==> src/rtl/spi_pkg.sv <==
// Shared types and constants for the SPI slave front-end of the command RAM.
package spi_pkg;

  localparam int ADDR_SIZE_DEF = 8;

  typedef enum logic [2:0] {
    IDLE,
    CHK_CMD,
    WRITE,
    READ_ADD,
    READ_DATA
  } spi_state_e;

  localparam logic [1:0] CMD_WR_ADDR = 2'b00;
  localparam logic [1:0] CMD_WR_DATA = 2'b01;
  localparam logic [1:0] CMD_RD_ADDR = 2'b10;
  localparam logic [1:0] CMD_RD_DATA = 2'b11;

endpackage

==> src/rtl/spi_tx_shifter.sv <==
// MISO serialiser: loads a parallel byte and drives it MSB first, one bit per
// clock; done flags the last cycle of the final bit.
module spi_tx_shifter
  import spi_pkg::*;
#(
  parameter int WIDTH = ADDR_SIZE_DEF
) (
  input  logic             clk,
  input  logic             rst_n,
  input  logic             clear,
  input  logic             load,
  input  logic [WIDTH-1:0] data,
  output logic             serial,
  output logic             busy,
  output logic             done
);

  localparam int CW = $clog2(WIDTH);

  logic [WIDTH-1:0] shreg;
  logic [CW-1:0]    cnt;

  // cnt counts the bits still to follow the one currently on serial.
  assign done = busy && (cnt == '0);

  always_ff @(posedge clk) begin
    if (!rst_n || clear) begin
      shreg  <= '0;
      cnt    <= '0;
      busy   <= 1'b0;
      serial <= 1'b0;
    end else if (load) begin
      serial <= data[WIDTH-1];
      shreg  <= data << 1;
      cnt    <= CW'(WIDTH - 1);
      busy   <= 1'b1;
    end else if (busy) begin
      if (cnt == '0) begin
        serial <= 1'b0;
        busy   <= 1'b0;
      end else begin
        serial <= shreg[WIDTH-1];
        shreg  <= shreg << 1;
        cnt    <= cnt - CW'(1);
      end
    end
  end

endmodule

==> src/rtl/spi_slave_ctrl.sv <==
// SPI slave sequencer for the command RAM: assembles MOSI frames, strobes them
// to the RAM and returns read data on MISO. Option macro: SPI_FRAME_ERR_EN.
module spi_slave_ctrl
  import spi_pkg::*;
#(
  parameter int ADDR_SIZE = ADDR_SIZE_DEF
) (
  input  logic                 clk,
  input  logic                 rst_n,
  input  logic                 ss_n,
  input  logic                 mosi,
  output logic                 miso,
  output logic [ADDR_SIZE+1:0] rx_data,
  output logic                 rx_valid,
  input  logic [ADDR_SIZE-1:0] tx_data,
  input  logic                 tx_valid
`ifdef SPI_FRAME_ERR_EN
  ,
  output logic                 frame_err
`endif
);

  localparam int FRAME_W = ADDR_SIZE + 2;
  localparam int CNT_W   = $clog2(FRAME_W + 1);

  spi_state_e         state;
  logic [CNT_W-1:0]   bit_cnt;
  logic [FRAME_W-2:0] shift;
  logic               rd_addr_seen;
  logic               tx_wait;
  logic               tx_load;
  logic               tx_busy;
  logic               tx_done;
  logic               receiving;
  logic               frame_last;

  assign receiving  = (bit_cnt != CNT_W'(FRAME_W));
  assign frame_last = (bit_cnt == CNT_W'(FRAME_W - 1));
  assign tx_load    = (state == READ_DATA) && !ss_n && tx_wait && tx_valid && !tx_busy;

  // NOTE: every register here is updated with <= so all branches see the
  // values from before this edge, regardless of statement order.
  always_ff @(posedge clk) begin
    if (!rst_n) begin
      state        <= IDLE;
      bit_cnt      <= '0;
      shift        <= '0;
      rx_data      <= '0;
      rx_valid     <= 1'b0;
      rd_addr_seen <= 1'b0;
      tx_wait      <= 1'b0;
    end else begin
      rx_valid <= 1'b0;
      if (tx_done) rd_addr_seen <= 1'b0;

      if (ss_n) begin
        state   <= IDLE;
        bit_cnt <= '0;
        shift   <= '0;
        tx_wait <= 1'b0;
      end else begin
        case (state)
          IDLE: state <= CHK_CMD;

          CHK_CMD: begin
            shift   <= {shift[FRAME_W-3:0], mosi};
            bit_cnt <= CNT_W'(1);
            if (!mosi)             state <= WRITE;
            else if (rd_addr_seen) state <= READ_DATA;
            else                   state <= READ_ADD;
          end

          WRITE, READ_ADD, READ_DATA: begin
            if (receiving) begin
              shift   <= {shift[FRAME_W-3:0], mosi};
              bit_cnt <= bit_cnt + CNT_W'(1);
              if (frame_last) begin
                rx_data  <= {shift, mosi};
                rx_valid <= 1'b1;
                if (state == READ_ADD) rd_addr_seen <= 1'b1;
              end
            end
            // Read data is accepted from the cycle after the strobe onward.
            if (state == READ_DATA) begin
              if (rx_valid)     tx_wait <= 1'b1;
              else if (tx_load) tx_wait <= 1'b0;
            end
          end

          default: state <= IDLE;
        endcase
      end
    end
  end

  spi_tx_shifter #(
    .WIDTH(ADDR_SIZE)
  ) u_tx_shifter (
    .clk   (clk),
    .rst_n (rst_n),
    .clear (ss_n),
    .load  (tx_load),
    .data  (tx_data),
    .serial(miso),
    .busy  (tx_busy),
    .done  (tx_done)
  );

`ifdef SPI_FRAME_ERR_EN
  // A partial frame or a read-data byte cut off before its last bit.
  always_ff @(posedge clk) begin
    if (!rst_n) frame_err <= 1'b0;
    else        frame_err <= ss_n && ((bit_cnt != '0 && receiving) || (tx_busy && !tx_done));
  end
`endif

endmodule

==> config.mk <==
export PLATFORM = sky130hd
export DESIGN_NAME = spi_slave_ctrl
export DESIGN_NICKNAME = d
export VERILOG_FILES = /design/src/rtl/spi_pkg.sv /design/src/rtl/spi_tx_shifter.sv /design/src/rtl/spi_slave_ctrl.sv
export SDC_FILE = /design/constraint.sdc
export NUM_CORES = 1
export LEC_CHECK = 0
export ABC_AREA = 0
export CORE_ASPECT_RATIO = 1.1
export CORE_UTILIZATION = 53
export CTS_CLUSTER_DIAMETER = 200
export CTS_CLUSTER_SIZE = 8
export DETAILED_ROUTE_END_ITERATION = 12
export PLACE_DENSITY = 0.88
export REMOVE_ABC_BUFFERS = 1
export SLEW_MARGIN = 20
export SYNTH_ARGS = -nofsm -noshare
export SYNTH_HDL_FRONTEND = slang
export SYNTH_SLANG_ARGS = --single-unit
==> constraint.sdc <==
create_clock -name clk -period 1.85 [get_ports clk]
set_input_delay 0.37 -clock clk [delete_from_list [all_inputs] [get_ports clk]]
set_output_delay 0.37 -clock clk [all_outputs]
set_load 0.05 [all_outputs]
## Yosys cells after proc, flatten, opt, wreduce, memory -nomap -nowiden

Cells that the tools add are included.

- Register bits: 41
- Latch bits: 0
- Bits in writable memories: 0
- ROM bits: 0
- Bits of input ports: 13
- Memories kept: 0

- Add/sub/neg operators: 2
- Multiply operators: 0
- Divide/modulo/power cells: 0
- $lt $le $gt $ge: 0
- Equality and inequality tests: 8
- Shift operators: 0
- Muxes and demuxes: 28
- Bitwise logic cells: 4
- Reductions and logical operators: 21

Operator list:

| kind | count |
|---|---|
| $mux W8 | 3 |
| $pmux W9 S2 | 1 |
| $mux W1 | 15 |
| $mux W3 | 5 |
| $mux W9 | 1 |
| $pmux W3 S3 | 1 |
| $pmux W4 S2 | 1 |
| $eq A3 B2 Y1 const B | 2 |
| $logic_not A3 Y1 | 2 |
| $reduce_bool A2 Y1 | 3 |
| $logic_and A1 B1 Y1 | 5 |
| $add A4 B1 Y4 const B | 1 |
| $eq A4 B4 Y1 const B | 1 |
| $mux W4 | 1 |
| $ne A2 B2 Y1 const B | 2 |
| $ne A4 B4 Y1 const B | 1 |
| $not A1 Y1 | 4 |
| $reduce_and A2 Y1 | 2 |
| $reduce_and A4 Y1 | 1 |
| $reduce_or A4 Y1 | 1 |
| $eq A3 B1 Y1 const B | 1 |
| $eq A3 B3 Y1 const B | 1 |
| $logic_not A1 Y1 | 3 |
| $reduce_and A3 Y1 | 1 |
| other kinds (4) | 4 |

## Logic depth before layout (Yosys ltp)

- Word-level depth: 8
- Mapped depth: 7
- Mapped depth without buffers: 6

## Cells and area by module

Synthesis repeated with hierarchy kept, for this count alone.

- Cell total of the unflattened synthesis: 212
- Area, all modules: 1875.5 um^2

Modules (own cells, without submodules):

| module | instances | cells each | area each (um^2) |
|---|---|---|---|
| spi_slave_ctrl | 1 | 143 | 1246.2 |
| spi_tx_shifter | 1 | 69 | 629.4 |

## Worst setup path before layout

Ideal clock, no wire load.

- Path kind: reg-to-reg
- Start: register bit_cnt[0]
- End: register rx_data[0]
- Library setup time: 0.119 ns
- Arrival: 1.379 ns
- Path slack: 0.352 ns
- Cell stages (with the launch flop): 8
- Clock period less this slack: 1.498 ns
- Cell sequence: dfxtp_1 inv_1 ha_1 nor4b_1 o211ai_1 buf_2 nand3_1 o21ai_1

- Word-level cells in the longest chain between the ends: 2
- Elaborated cells on any way between the ends: 3

Ends and longest elaborated chain:

| item | RTL line | text |
|---|---|---|
| from (decl) | spi_slave_ctrl.sv:27 | `logic [CNT_W-1:0] bit_cnt;` |
| from (signal assigned) | spi_slave_ctrl.sv:76 | `bit_cnt <= bit_cnt + CNT_W'(1);` |
| $ne A4 B4 Y1 or $eq A4 B4 Y1 (tied branches) | spi_slave_ctrl.sv:37, spi_slave_ctrl.sv:38 |  |
| $reduce_and A4 Y1 (no source line) * | -- |  |
| to (signal assigned) | spi_slave_ctrl.sv:78 | `rx_data <= {shift, mosi};` |
| to (decl) | spi_slave_ctrl.sv:13 | `output logic [ADDR_SIZE+1:0] rx_data,` |

Mark *: on every way between the ends. The rest lies on a longest branch, timed or not.
A chain may end at the register's enable or synchronous reset.

## Worst setup path in the final report

- Start: register bit_cnt[0]
- End: register rx_data[5]

Same word-level chain as after synthesis.

==> results.md <==
* Leak pwr at 0.000737 uW
* Final wirelength at 3.42 mm
* IR drop worst, VDD at roughly 570 uV
* Reg2Reg Depth at 7
* Overall power at roughly 1600 uW
* Delay of the slowest critical-path stage at around 0.4 ns
* Most frequent cells in the layout: 41 x dfxtp_1, 27 x nand2_1, 25 x o21ai_1, 22 x nand3_1, 16 x a21oi_1
* Main flop type after synthesis: dfxtp_1
* GRT overflow at 0
* CP arrival at 1.93 ns
* Clk slew on worst S/H paths at 0.12 ns
* Max Root-Sink Buffers at 2
* Clock root buffer: clkbuf_4
* Tmin final at about 1.7 ns
* Die H at 62.0 um
* Num CTS Buffers at 5
* GRT Resource Usage Total at 0.204
* Clock power share at 0.364
* Max Transition Viols Final at 0
* Most common cell after layout, fill and taps aside: dfxtp_1
* Final worst path period share at 0.901
* Min-Delay Endpoint: rx_data[9]
* Worst-Margin Slew at 0.535 ns
* Worst Setup Start Kind: register
* Relative slew slack at 0.643
* Fin util at 0.679
* #FFs+latches synth at 41
* Synth-to-Final Area Change at 20.3%
* Clk_lat worst skew at 0.36 ns
* Die Width at around 57 um
* Max Clock Freq at 0.600 GHz
* CP max FO at 20
* Library cells used by synthesis at 38
* Syn avg cell area at 8.46 sq um
* Hold path start: shift[8]
* Finished Cell Area at between 2000 and 2500 sq um
* Layout cells sized above 1 at 0.107
* Post-Route Setup TNS at 0 ns
* DR WL/cell at around 13 um
* Post-DP HPWL at about 2.4 mm
* TritonCTS Sinks at 41
* Synth Instances at 205
* GRT busiest layer: met2
* Hold Slack at 0.456 ns
* Placement Cell Area at 2030 sq um
* Seq pwr share at 0.574
* CTS tree: built
* Core ar. at 3070 sq um
* Post-synthesis sequential area ratio at 0.473
* Initial antenna violation count at 0
* Initial core utilization at 0.564
* YS warnings at 0
* Grt met2 use at 0.365
* Reg-to-Reg End: rx_data[5]
* M1 GR Usage at 0.225
* Register area at 821 sq um
* Run status: completed
* IO Port Bufs at 24
* Antenna-violating nets left at 0
* DR vias at 1522
* Area leader, netlist: dfxtp_1
* Row count at 21
* R2r setup slk at 0.18 ns
* Number of enable flip-flop cells after synthesis at 0
* Net Switching at 347 uW
* Top post-synthesis cells by area: dfxtp_1 47%, o21ai_1 7.2%, nand3_1 6.3%
* Unrepaired setup endpoints after global routing: false
* Die area at roughly 3500 sq um
* Switching share of power at 0.223
* Clock skew at 0.0114 ns
* Initial DRC Count at 51
* # fillers at 270
* Cell Int Power at 1210 uW
* Max_cap viols at 0
* Worst hold path class: reg2reg
* I/O pin cnt at 25
* PD cells at ~740 nW/um^2
* Crit path kind: reg2reg
* Hold Vio Cnt, Final at 0
* First-pass GRT wire length at 5.42 mm
* Comb power frac at 0.063
* DR vias/cell at between 5 and 6
* Final Net Count at 251
* M3 GR Usage at 0.0642
* Crit. End Element: register
* Final routed DRC violation total at 0
* Worst hold path cell count at 2
* Largest net degree at the start of global routing at 21
* Final setup fails at 0
* Drt pass-1 iters at 4
* Area occupied by multi-input gates at between 800 and 900 sq um
* Number of global-route vias before repair at 1300
* R2r startpoint: bit_cnt[0]
* Antenna cells at 0
* Slowest library cell on the worst path: dfxtp_1
* H-tree Lvls at 2
* Synth top area share at 0.473
* WP data required at 2.11 ns
* Ys async rst share at 0
* Mapped Area at roughly 1700 sq um
* Crit path cell chain: inv_1, ha_1, nor4b_1, o211ai_1, buf_4, nand3_1, o21ai_1
* Gpl congestion at slightly below 0.8
==> metal layers <==
layer,part of all wire,wire length [um]
met1,0.45,1530
met2,0.48,1640
met3,0.056,193
met4,0.018,61
met5,0,0
==> Yosys cell counts, types with 3 or more instances <==
cell type and n:
dfxtp_1 41, nand2_1 27, o21ai_1 25, nand3_1 22, a21oi_1 16, a31oi_1 8, clkbuf_1 7, inv_1 6
buf_2 5, ha_1 5, nor2_1 5, nor3_1 5, o211ai_1 3
==> how the worst max path moves through the flow <==
| stage | start | to | slack, ns | depth (start not counted) |
|---|---|---|---|---|
| after floorplan | state[2] | rx_data[0] | 0.01 | 4 |
| after global placement | ss_n | rx_data[0] | 0.05 | 6 |
| after detailed placement | ss_n | tx_wait | 0.04 | 6 |
| after CTS | bit_cnt[0] | rx_data[5] | 0.19 | 7 |
| after global routing | bit_cnt[0] | rx_data[8] | 0.02 | 7 |
| final | bit_cnt[0] | rx_data[5] | 0.18 | 7 |
==> flip-flops by register name, summed over array words and instances (netlist names), 3 cells and up <==
register and flops:
rx_data 10, u_tx_shifter.cnt 3, bit_cnt 4, state 3, shift 9, u_tx_shifter.shreg 7
==> critical path, delay by kind of cell, from the launching register on <==
kind | cells | cell delay [ns]
DFF | 1 | 0.40
and+or+nand+nor | 2 | 0.43
adders and majority gates | 1 | 0.22
AOI/OAI and AO/OA | 2 | 0.20
buffers and inverters | 2 | 0.31
==> per-stage QoR <==
stage | worst slack (ns) | std cells
floorplan | 0.0146 | 192
global placement | 0.0492 | 260
detailed placement | 0.0351 | 260
CTS | 0.188 | 267
global route | 0.0169 | 267
finish | 0.184 | 267
==> logic make-up (layout without fill, tap and decap cells) <==
| logic type | after synthesis | count (layout) | share of synthesized area |
|---|---|---|---|
| AO/OA/AOI/OAI | 64 | 64 | 0.214 |
| XOR/XNOR | 2 | 2 | 0.0101 |
| buffers and inverters | 20 | 48 | 0.0491 |
| adder cells (fa/ha/maj) | 5 | 5 | 0.0361 |
| flip-flops | 41 | 41 | 0.473 |
| AND/OR/NAND/NOR | 72 | 72 | 0.212 |
| multiplexers | 1 | 1 | 0.00577 |
==> power groups by stage <==
| stage | clock [uW] | sequential [uW] | combinational (uW) |
|---|---|---|---|
| floorplan | 0 | 910 | 35.7 |
| global placement | 0 | 911 | 93.4 |
| detailed placement | 0 | 911 | 95.5 |
| CTS | 574 | 891 | 96.5 |
| global route | 601 | 892 | 106 |
| finish | 565 | 891 | 97.3 |
==> cell type report <==
class                   instances  share of cell area
well taps                      34              0.0204
clock inverters                 2              0.0168
inverters                       7              0.0126
repair buffers                 34               0.142
multi-input cells             144               0.397
flip-flops and latches         41               0.393
clock buffers                   5              0.0180
==> timing repair <==
action | in CTS | in global routing
setup endpoints to repair | 9 | 0
hold buffers | 0 | 0
buffers inserted | 0 | 0
gates resized for setup | 9 | 0
Power figures use the tool's default switching activity.
